==> src/rtl/ldpc_frame_gen.sv <==
// -----------------------------------------------------------------------------
// ldpc_frame_gen
//
// Frame stimulus source for the DVB-S2 LDPC encoder. After enable rises it
// waits STARTUP_DLY cycles, then loops: wait for encoder rdy, issue a one-cycle
// SOF carrying MODCOD, stream max(cfg_len,1) data words (counter or PRBS-31),
// optionally idle for cfg_gap cycles, and repeat until cfg_nframes frames have
// been sent (0 = forever) or enable drops at a frame boundary.
//
// Ports:
//   clk, srst      clock, synchronous active-high reset
//   enable         run request (level); dropping it stops after current frame
//   cfg_mode       0 = counter data, 1 = PRBS-31 data
//   cfg_modcod     MODCOD presented on out_modcod with the SOF strobe
//   cfg_len        data words per frame (0 behaves as 1)
//   cfg_gap        idle cycles inserted between frames
//   cfg_nframes    frames per run, 0 = unlimited
//   dout_hold      throttle, suppresses the data beat in the current cycle
//   rdy            encoder ready, only looked at while waiting to start a frame
//   out_sof        one-cycle start-of-frame strobe
//   out_modcod     MODCOD latched at SOF, held until the next SOF
//   dout           data word (0 outside the data phase)
//   dout_valid     data beat qualifier
//   busy           high in every state except IDLE and DONE
//   done           sticky, requested frame count reached
//   frame_cnt      frames completed since the run started
// -----------------------------------------------------------------------------
module ldpc_frame_gen #(
  parameter int DW          = 16,
  parameter int MODCOD_W    = 5,
  parameter int LEN_W       = 16,
  parameter int NFR_W       = 16,
  parameter int STARTUP_DLY = 32
) (
  input  logic                clk,
  input  logic                srst,
  input  logic                enable,
  input  logic                cfg_mode,
  input  logic [MODCOD_W-1:0] cfg_modcod,
  input  logic [LEN_W-1:0]    cfg_len,
  input  logic [LEN_W-1:0]    cfg_gap,
  input  logic [NFR_W-1:0]    cfg_nframes,
  input  logic                dout_hold,
  input  logic                rdy,
  output logic                out_sof,
  output logic [MODCOD_W-1:0] out_modcod,
  output logic [DW-1:0]       dout,
  output logic                dout_valid,
  output logic                busy,
  output logic                done,
  output logic [NFR_W-1:0]    frame_cnt
);

  typedef enum logic [2:0] {
    S_IDLE,
    S_STARTUP,
    S_WAIT_RDY,
    S_SOF,
    S_DATA,
    S_GAP,
    S_DONE
  } state_e;

  localparam int              SU_W      = (STARTUP_DLY > 1) ? $clog2(STARTUP_DLY) : 1;
  localparam int              SU_LAST_I = (STARTUP_DLY > 0) ? STARTUP_DLY - 1 : 0;
  localparam logic [SU_W-1:0] SU_LAST   = SU_LAST_I[SU_W-1:0];
  localparam logic [30:0]     LFSR_SEED = '1;

  state_e                state_q, state_d;
  logic [SU_W-1:0]       su_cnt_q, su_cnt_d;
  logic [LEN_W-1:0]      gap_cnt_q, gap_cnt_d;
  logic [LEN_W-1:0]      idx_q, idx_d;
  logic [30:0]           lfsr_q, lfsr_d;
  logic                  mode_q, mode_d;
  logic [LEN_W-1:0]      len_last_q, len_last_d;
  logic [LEN_W-1:0]      gap_q, gap_d;
  logic                  out_sof_q, out_sof_d;
  logic [MODCOD_W-1:0]   out_modcod_q, out_modcod_d;
  logic                  busy_q, busy_d;
  logic                  done_q, done_d;
  logic [NFR_W-1:0]      frame_cnt_q, frame_cnt_d;

  logic [30:0]           lfsr_next;
  logic [NFR_W-1:0]      frame_cnt_inc;
  logic                  beat;
  logic [DW-1:0]         word;

  // x^31 + x^28 + 1, shifting towards the MSB.
  assign lfsr_next     = {lfsr_q[29:0], lfsr_q[30] ^ lfsr_q[27]};
  assign frame_cnt_inc = frame_cnt_q + NFR_W'(1);
  assign beat          = (state_q == S_DATA) && !dout_hold;
  assign word          = mode_q ? lfsr_q[DW-1:0] : DW'(idx_q);

  always_comb begin
    // NOTE: every _d starts as its _q so that no branch leaves a signal
    // unassigned; a missing default in always_comb infers a latch.
    state_d      = state_q;
    su_cnt_d     = su_cnt_q;
    gap_cnt_d    = gap_cnt_q;
    idx_d        = idx_q;
    lfsr_d       = lfsr_q;
    mode_d       = mode_q;
    len_last_d   = len_last_q;
    gap_d        = gap_q;
    out_modcod_d = out_modcod_q;
    done_d       = done_q;
    frame_cnt_d  = frame_cnt_q;

    unique case (state_q)
      S_IDLE: begin
        if (enable) begin
          frame_cnt_d = '0;
          done_d      = 1'b0;
          su_cnt_d    = '0;
          state_d     = (STARTUP_DLY == 0) ? S_WAIT_RDY : S_STARTUP;
        end
      end

      S_STARTUP: begin
        if (su_cnt_q == SU_LAST) state_d = S_WAIT_RDY;
        else                     su_cnt_d = su_cnt_q + SU_W'(1);
      end

      S_WAIT_RDY: begin
        if (!enable) begin
          state_d = S_IDLE;
        end else if (rdy) begin
          // Frame configuration is frozen here so mid-frame edits are ignored.
          state_d      = S_SOF;
          out_modcod_d = cfg_modcod;
          mode_d       = cfg_mode;
          len_last_d   = (cfg_len == '0) ? '0 : cfg_len - LEN_W'(1);
          gap_d        = cfg_gap;
          idx_d        = '0;
          lfsr_d       = LFSR_SEED;
        end
      end

      S_SOF: state_d = S_DATA;

      S_DATA: begin
        if (beat) begin
          idx_d  = idx_q + LEN_W'(1);
          lfsr_d = lfsr_next;
          if (idx_q == len_last_q) begin
            frame_cnt_d = frame_cnt_inc;
            if ((cfg_nframes != '0) && (frame_cnt_inc == cfg_nframes)) begin
              state_d = S_DONE;
              done_d  = 1'b1;
            end else if (!enable) begin
              state_d = S_IDLE;
            end else if (gap_q == '0) begin
              state_d = S_WAIT_RDY;
            end else begin
              state_d   = S_GAP;
              gap_cnt_d = '0;
            end
          end
        end
      end

      S_GAP: begin
        if (gap_cnt_q == gap_q - LEN_W'(1)) state_d = enable ? S_WAIT_RDY : S_IDLE;
        else                                gap_cnt_d = gap_cnt_q + LEN_W'(1);
      end

      S_DONE: begin
        if (!enable) state_d = S_IDLE;
      end

      default: state_d = S_IDLE;
    endcase

    // Registered status outputs track the state being entered.
    out_sof_d = (state_d == S_SOF);
    busy_d    = (state_d != S_IDLE) && (state_d != S_DONE);
  end

  always_ff @(posedge clk) begin
    // NOTE: state is updated with non-blocking assignments so every flop
    // samples the pre-edge values regardless of statement order.
    if (srst) begin
      state_q      <= S_IDLE;
      su_cnt_q     <= '0;
      gap_cnt_q    <= '0;
      idx_q        <= '0;
      lfsr_q       <= LFSR_SEED;
      mode_q       <= 1'b0;
      len_last_q   <= '0;
      gap_q        <= '0;
      out_sof_q    <= 1'b0;
      out_modcod_q <= '0;
      busy_q       <= 1'b0;
      done_q       <= 1'b0;
      frame_cnt_q  <= '0;
    end else begin
      state_q      <= state_d;
      su_cnt_q     <= su_cnt_d;
      gap_cnt_q    <= gap_cnt_d;
      idx_q        <= idx_d;
      lfsr_q       <= lfsr_d;
      mode_q       <= mode_d;
      len_last_q   <= len_last_d;
      gap_q        <= gap_d;
      out_sof_q    <= out_sof_d;
      out_modcod_q <= out_modcod_d;
      busy_q       <= busy_d;
      done_q       <= done_d;
      frame_cnt_q  <= frame_cnt_d;
    end
  end

  // dout_valid follows dout_hold in the same cycle so a hold costs exactly
  // one beat; dout itself is a decode of registered state only.
  assign out_sof    = out_sof_q;
  assign out_modcod = out_modcod_q;
  assign dout       = (state_q == S_DATA) ? word : '0;
  assign dout_valid = beat;
  assign busy       = busy_q;
  assign done       = done_q;
  assign frame_cnt  = frame_cnt_q;

endmodule

==> config.mk <==
export PLATFORM = sky130hd
export DESIGN_NAME = ldpc_frame_gen
export DESIGN_NICKNAME = d
export VERILOG_FILES = /design/src/rtl/ldpc_frame_gen.sv
export SDC_FILE = /design/constraint.sdc
export NUM_CORES = 1
export LEC_CHECK = 0
export ABC_AREA = 1
export BUFFER_PORTS_ARGS = -buffer_cell sky130_fd_sc_hd__buf_2
export CAP_MARGIN = 20
export CORE_ASPECT_RATIO = 0.75
export CORE_MARGIN = 2
export CORE_UTILIZATION = 50
export CTS_CLUSTER_SIZE = 14
export DETAILED_ROUTE_END_ITERATION = 6
export PLACE_DENSITY = 0.81
export SYNTH_ARGS = -nofsm -noshare
export SYNTH_HDL_FRONTEND = slang
export SYNTH_SLANG_ARGS = --single-unit
==> constraint.sdc <==
create_clock -name clk -period 3.48 [get_ports clk]
set_input_delay 0.696 -clock clk [delete_from_list [all_inputs] [get_ports clk]]
set_output_delay 0.696 -clock clk [all_outputs]
set_load 0.005 [all_outputs]
### After elaboration in Yosys (flattened, before gate mapping)

Index checks and enable logic that the tools add are counted.

| storage, ports and cells | value |
|---|---|
| bits in registers | 128 |
| output and inout bits | 41 |
| word-level logic and storage cells | 105 |

| operators by class | value |
|---|---|
| $add $sub $neg | 6 |
| equality and inequality tests | 23 |
| muxes and demuxes | 43 |
| bitwise gates (word level) | 1 |
| reductions and logical operators | 19 |

Operators by type and width:

| operator | number |
|---|---|
| $mux W16 | 15 |
| $pmux W16 S2 | 3 |
| $mux W31 | 3 |
| $pmux W31 S2 | 1 |
| $add A16 B1 Y16 const B | 3 |
| $eq A16 B16 Y1 | 3 |
| $mux W3 | 11 |
| $logic_not A16 Y1 | 2 |
| $sub A16 B1 Y16 const B | 2 |
| $pmux W3 S7 | 1 |
| $ne A2 B2 Y1 const B | 9 |
| $reduce_bool A16 Y1 | 1 |
| $mux W5 | 2 |
| $pmux W5 S2 | 1 |
| $eq A3 B2 Y1 const B | 3 |
| $eq A3 B3 Y1 const B | 3 |
| $reduce_and A4 Y1 | 2 |
| $reduce_bool A2 Y1 | 4 |
| $reduce_and A7 Y1 | 1 |
| $reduce_and A3 Y1 | 2 |
| $add A5 B1 Y5 const B | 1 |
| $eq A5 B5 Y1 const B | 1 |
| $reduce_and A5 Y1 | 1 |
| $mux W1 | 4 |
| 10 further kinds | 13 |

### Longest topological paths before layout

| logic depth | value |
|---|---|
| depth after elaboration | 9 |
| mapped depth | 20 |
| depth with buffers taken out | 19 |

### Worst setup path after synthesis

No wires, ideal clock.

| path | value |
|---|---|
| kind | input port to flip-flop |
| start point | in cfg_len[0] |
| end point | reg len_last_q[14] |
| library setup time | 0.132 ns |
| data arrival time | 2.346 ns |
| data required time | 3.348 ns |
| path slack | 1.001 ns |
| stages on the path | 12 |
| cells stage by stage | inv_1 ha_1 nand2_1 nor3_1 inv_1 nor2_1 nand2_1 o21ai_0 inv_1 buf_2 nand2_1 a21oi_1 |

| on the way | value |
|---|---|
| word-level cells in the longest chain between the ends | 2 |
| elaborated cells between the ends (all ways) | 3 |
| classes of those cells | add/sub (1); mux (1); reduce/logical (1) |

Ends and longest elaborated chain:

| element | line | text |
|---|---|---|
| from (decl) | 40 | `input logic [LEN_W-1:0] cfg_len,` |
| $sub A16 B1 Y16 or $logic_not A16 Y1 (tied branches) | 132 | `len_last_d = (cfg_len == '0) ? '0 : cfg_len - LEN_W'(1);` |
| $mux W16 * | 132 |  |
| to (signal assigned) | 203 | `len_last_q <= len_last_d;` |
| to (decl) | 75 | `logic [LEN_W-1:0] len_last_q, len_last_d;` |

Every way passes the cells marked *; elsewhere a longest branch is shown, timed or not.
A chain may end at the register's enable or synchronous reset.

### Final worst setup path

| path | value |
|---|---|
| start point | reg frame_cnt_q[0], in the netlist frame_cnt[0] |
| end point | reg busy_q, in the netlist busy |

| on the way | value |
|---|---|
| word-level cells in the longest chain between the ends | 9 |
| elaborated cells between the ends (all ways) | 10 |
| classes of those cells | add/sub (1); eq/ne (2); mux (4); reduce/logical (3) |

Ends and longest elaborated chain:

| element | line | text |
|---|---|---|
| from (decl) | 81 | `logic [NFR_W-1:0] frame_cnt_q, frame_cnt_d;` |
| from (signal assigned) | 209 | `frame_cnt_q <= frame_cnt_d;` |
| $add A16 B1 Y16 * | 90 | `assign frame_cnt_inc = frame_cnt_q + NFR_W'(1);` |
| $eq A16 B16 Y1 * | 147 | `if ((cfg_nframes != '0) && (frame_cnt_inc == cfg_nframes)) begin` |
| $logic_and A1 B1 Y1 * | 147 |  |
| $mux W3 * | 147 |  |
| $mux W3 * | 145 | `if (idx_q == len_last_q) begin` |
| $mux W3 * | 142 | `if (beat) begin` |
| $pmux W3 S7 * | 109 | `unique case (state_q)` |
| $ne A3 B3 Y1 or $reduce_bool A3 Y1 (tied branches) | 176 | `busy_d = (state_d != S_IDLE) && (state_d != S_DONE);` |
| $logic_and A1 B1 Y1 * | 176 |  |
| to (signal assigned) | 207 | `busy_q <= busy_d;` |
| to (decl) | 79 | `logic busy_q, busy_d;` |

Marked as above.

==> flow_summary.yaml <==
run_status:
  outcome: "completed"
power_and_ir_drop:
  pwr-share-seq: 0.449
  power.total_mw: 3.32
  p_leak_nw: 3.45
  switching_power_mw: 0.837
  clkPwrFrac: 0.495
  power_frac_comb: 0.056
  intPower_mw: 2.48
  power_density_mw_per_mm2: 400
  irDropWorstVdd_v: 0.000370
  swShare: 0.252
layout:
  diodes: 0
  syn_to_final_growth_pct: 16.2
  drive_gt1_frac: 0.156
  nets: 1230
  fillerInstances: 1259
yosys:
  synth_async_sr_flop_share: 0
  yosysMostFrequentCell: "nand2_1"
  synth_cell_types: 43
  synth_area_leaders: "dfxtp_1 36%, nand2_1 15%, nor2_1 6.4%"
  synth_top_area_frac: 0.359
  yosys_warnings: 0
  syn_area_per_cell_um2: 6.63
  syn_inst: 1077
  ys.flop_type: "dfxtp_1"
  synth-edff-count: 0
  netlist_area_mm2: 0.00714
  yosysSeqAreaShare: 0.359
  syn_nets: 1143
  synth_top_cell_by_area: "dfxtp_1"
  synth_commonest_cells: "283 x nand2_1, 128 x dfxtp_1, 121 x nor2_1"
  ys_ff_latch: 128
clocking:
  root_buffer: "clkbuf_16"
  numCtsBuffers: 17
  cts.clk_slew.worst_paths_ps: 60
  cts_num_sinks: 128
  cts_setup_buffers: 0
  clock_latency_ps: 420
  cts_tree: "done"
  hold_buffers: 0
  cts.repair.resized: 0
  htreeDepth: 4
  clock_path_buffers: 2
critical_path:
  crit_path_top_delay_cell: "dfxtp_1"
  end_kind: "flip-flop"
  crit_chain: "ha_1 > nand3_2 > nor2_4 > nand2_1 > nand2_1 > nor2_1 > nor2_1 > nand4_1 > nor2_1 > nand2_2 > nand2_2 > nand2_4 > inv_2 > nand3_1 > nand2_1 > nand3_1"
  cp_slowest_stage_delay_ps: 460
  cpLargestDelayFamily: "simple AND/OR/NAND/NOR gates"
  start_kind: "flip-flop"
  path_class: "reg -> reg"
  cp.arrival_ps: 3040
  worstPathRequired_ps: 3780
  critical_path_peak_fanout: 23
  critPathBufInv: 1
placed_design:
  hpwl_mm: 13.0
  gp_congestion: 0.907
  portBuffers: 99
global_routing:
  grt_pass1_vias: 6429
  grt_pass1_wl_mm: 30.0
  grt-ovfl-total: 0
  grt_max_degree: 59
  grtUsageTotal: 0.242
  antenna_found_initial: 0
die:
  design.core.area_mm2: 0.0138
  pin_count: 100
  die_x_um: 142
  rows: 37
  start_util: 0.516
  dieArea_mm2: 0.0153
  die_y_um: 108
drt:
  drt_iter0_drc: 550
  drtPass1Iterations: 6
  wirelength_mm: 18.0
  ant_nets: 0
  dr_total_vias: 7112
  post_drt_wl_per_cell_um: 13.3
  drc: 0
  via_per_inst: 5.26
timing:
  clock.fmax_ghz: 0.364
  fin_crit_sh: 0.789
  rsz0062_at_grt: "false"
  clock_skew_ps: 8.78
  worstMarginPinSlew_ps: 789
  finalSetupTns_ps: 0
  hold_viol: 0
  fin_crit_ps: 2750
  slew_violations: 0
  slew_headroom: 0.474
  whs_ps: 448
  setup_viol: 0
flow_run:
  drv_cap: 0
worst_hold_path:
  hold_class: "reg -> reg"
-- through the flow --
step | cells | setup slack (ps) | utilization | cell area, um2
floorplan | 1077 | 1000 | - | 7140
global route | 1352 | 437 | 0.600 | 8300
finish | 1352 | 735 | 0.600 | 8300
CTS | 1352 | 760 | 0.600 | 8300
global placement | 1320 | 636 | 0.560 | 7750
detailed placement | 1320 | 536 | 0.560 | 7750
-- path summary, 6_finish.rpt --
kind              cells after the start   end  slack [ps]    startpoint
setup / recovery                     16  busy         730  frame_cnt[0]
hold / removal                        2  done         450          done
setup reg to reg                     16  busy         730  frame_cnt[0]
hold reg to reg                       2  done         450          done
-- routing by layer --
layer | up-vias | GRT usage | routed length [um]
li1 | 3703 | - | -
met1 | 3146 | 0.347 | 8930
met2 | 239 | 0.360 | 7550
met3 | 24 | 0.0498 | 1180
met4 | 0 | 0.0829 | 323
met5 | - | 0 | 0
-- flip-flops by register name (all words and copies together), names as in the netlist --
register and cells:
out_sof 1, mode_q 1, state_q 3, lfsr_q 31, su_cnt_q 5, idx_q 16, busy 1, done 1
frame_cnt 16, out_modcod 5, gap_q 16, gap_cnt_q 16, len_last_q 16
-- power groups by stage --
| stage | clock [mW] | combinational (mW) | sequential (mW) |
|---|---|---|---|
| 6_report | 1.64 | 0.184 | 1.49 |
| 4_1_cts | 1.67 | 0.183 | 1.49 |
| 5_1_grt | 1.73 | 0.208 | 1.49 |
| 3_5_place_dp | 0 | 0.182 | 1.52 |
| 2_1_floorplan | 0 | 0.105 | 1.52 |
| 3_3_place_gp | 0 | 0.179 | 1.52 |
-- layout make-up --
type                       instances  area, um2  area share
clock inverter                    14        109      0.0131
clock buffer                      18        439      0.0529
multi-input combinational        798       4000       0.481
sequential                       128       2560       0.309
tap                              175        219      0.0264
timing repair buffer             107        556      0.0669
inverter                         112        420      0.0506
-- cells by family after synthesis --
logic type / after synthesis / synth area share
adder cells (fa/ha/maj): 7 / 0.0123
AND/OR/NAND/NOR: 562 / 0.341
flip-flops: 128 / 0.359
AO/OA/AOI/OAI: 183 / 0.147
buffers and inverters: 151 / 0.0825
XOR/XNOR: 46 / 0.0583
-- layout by cell type (no fill, tap or decap), types with 8 or more instances in the layout --
master | synthesis | layout
buf_4 | 2 | 8
nand3_1 | 72 | 72
nor2_1 | 121 | 120
nor2_2 | 14 | 15
a31oi_1 | 8 | 8
o21ai_0 | 39 | 39
nand4_1 | 19 | 19
nand2_1 | 283 | 283
xor2_1 | 16 | 16
clkbuf_16 | 0 | 17
xnor2_1 | 29 | 29
inv_1 | 104 | 104
o22ai_1 | 30 | 30
buf_2 | 6 | 99
a21oi_1 | 72 | 72
nor3_1 | 24 | 24
a211oi_1 | 20 | 20
dfxtp_1 | 128 | 128
-- worst register-to-register path, stage by stage, from the launching register on --
cell	delay, ps
dfxtp_1	460
ha_1	280
nand3_2	150
nor2_4	170
nand2_1	70
nand2_1	100
nor2_1	50
nor2_1	110
nand4_1	90
nor2_1	220
nand2_2	120
nand2_2	90
nand2_4	170
inv_2	250
nand3_1	110
nand2_1	100
nand3_1	90
Power figures use the tool's default switching activity.
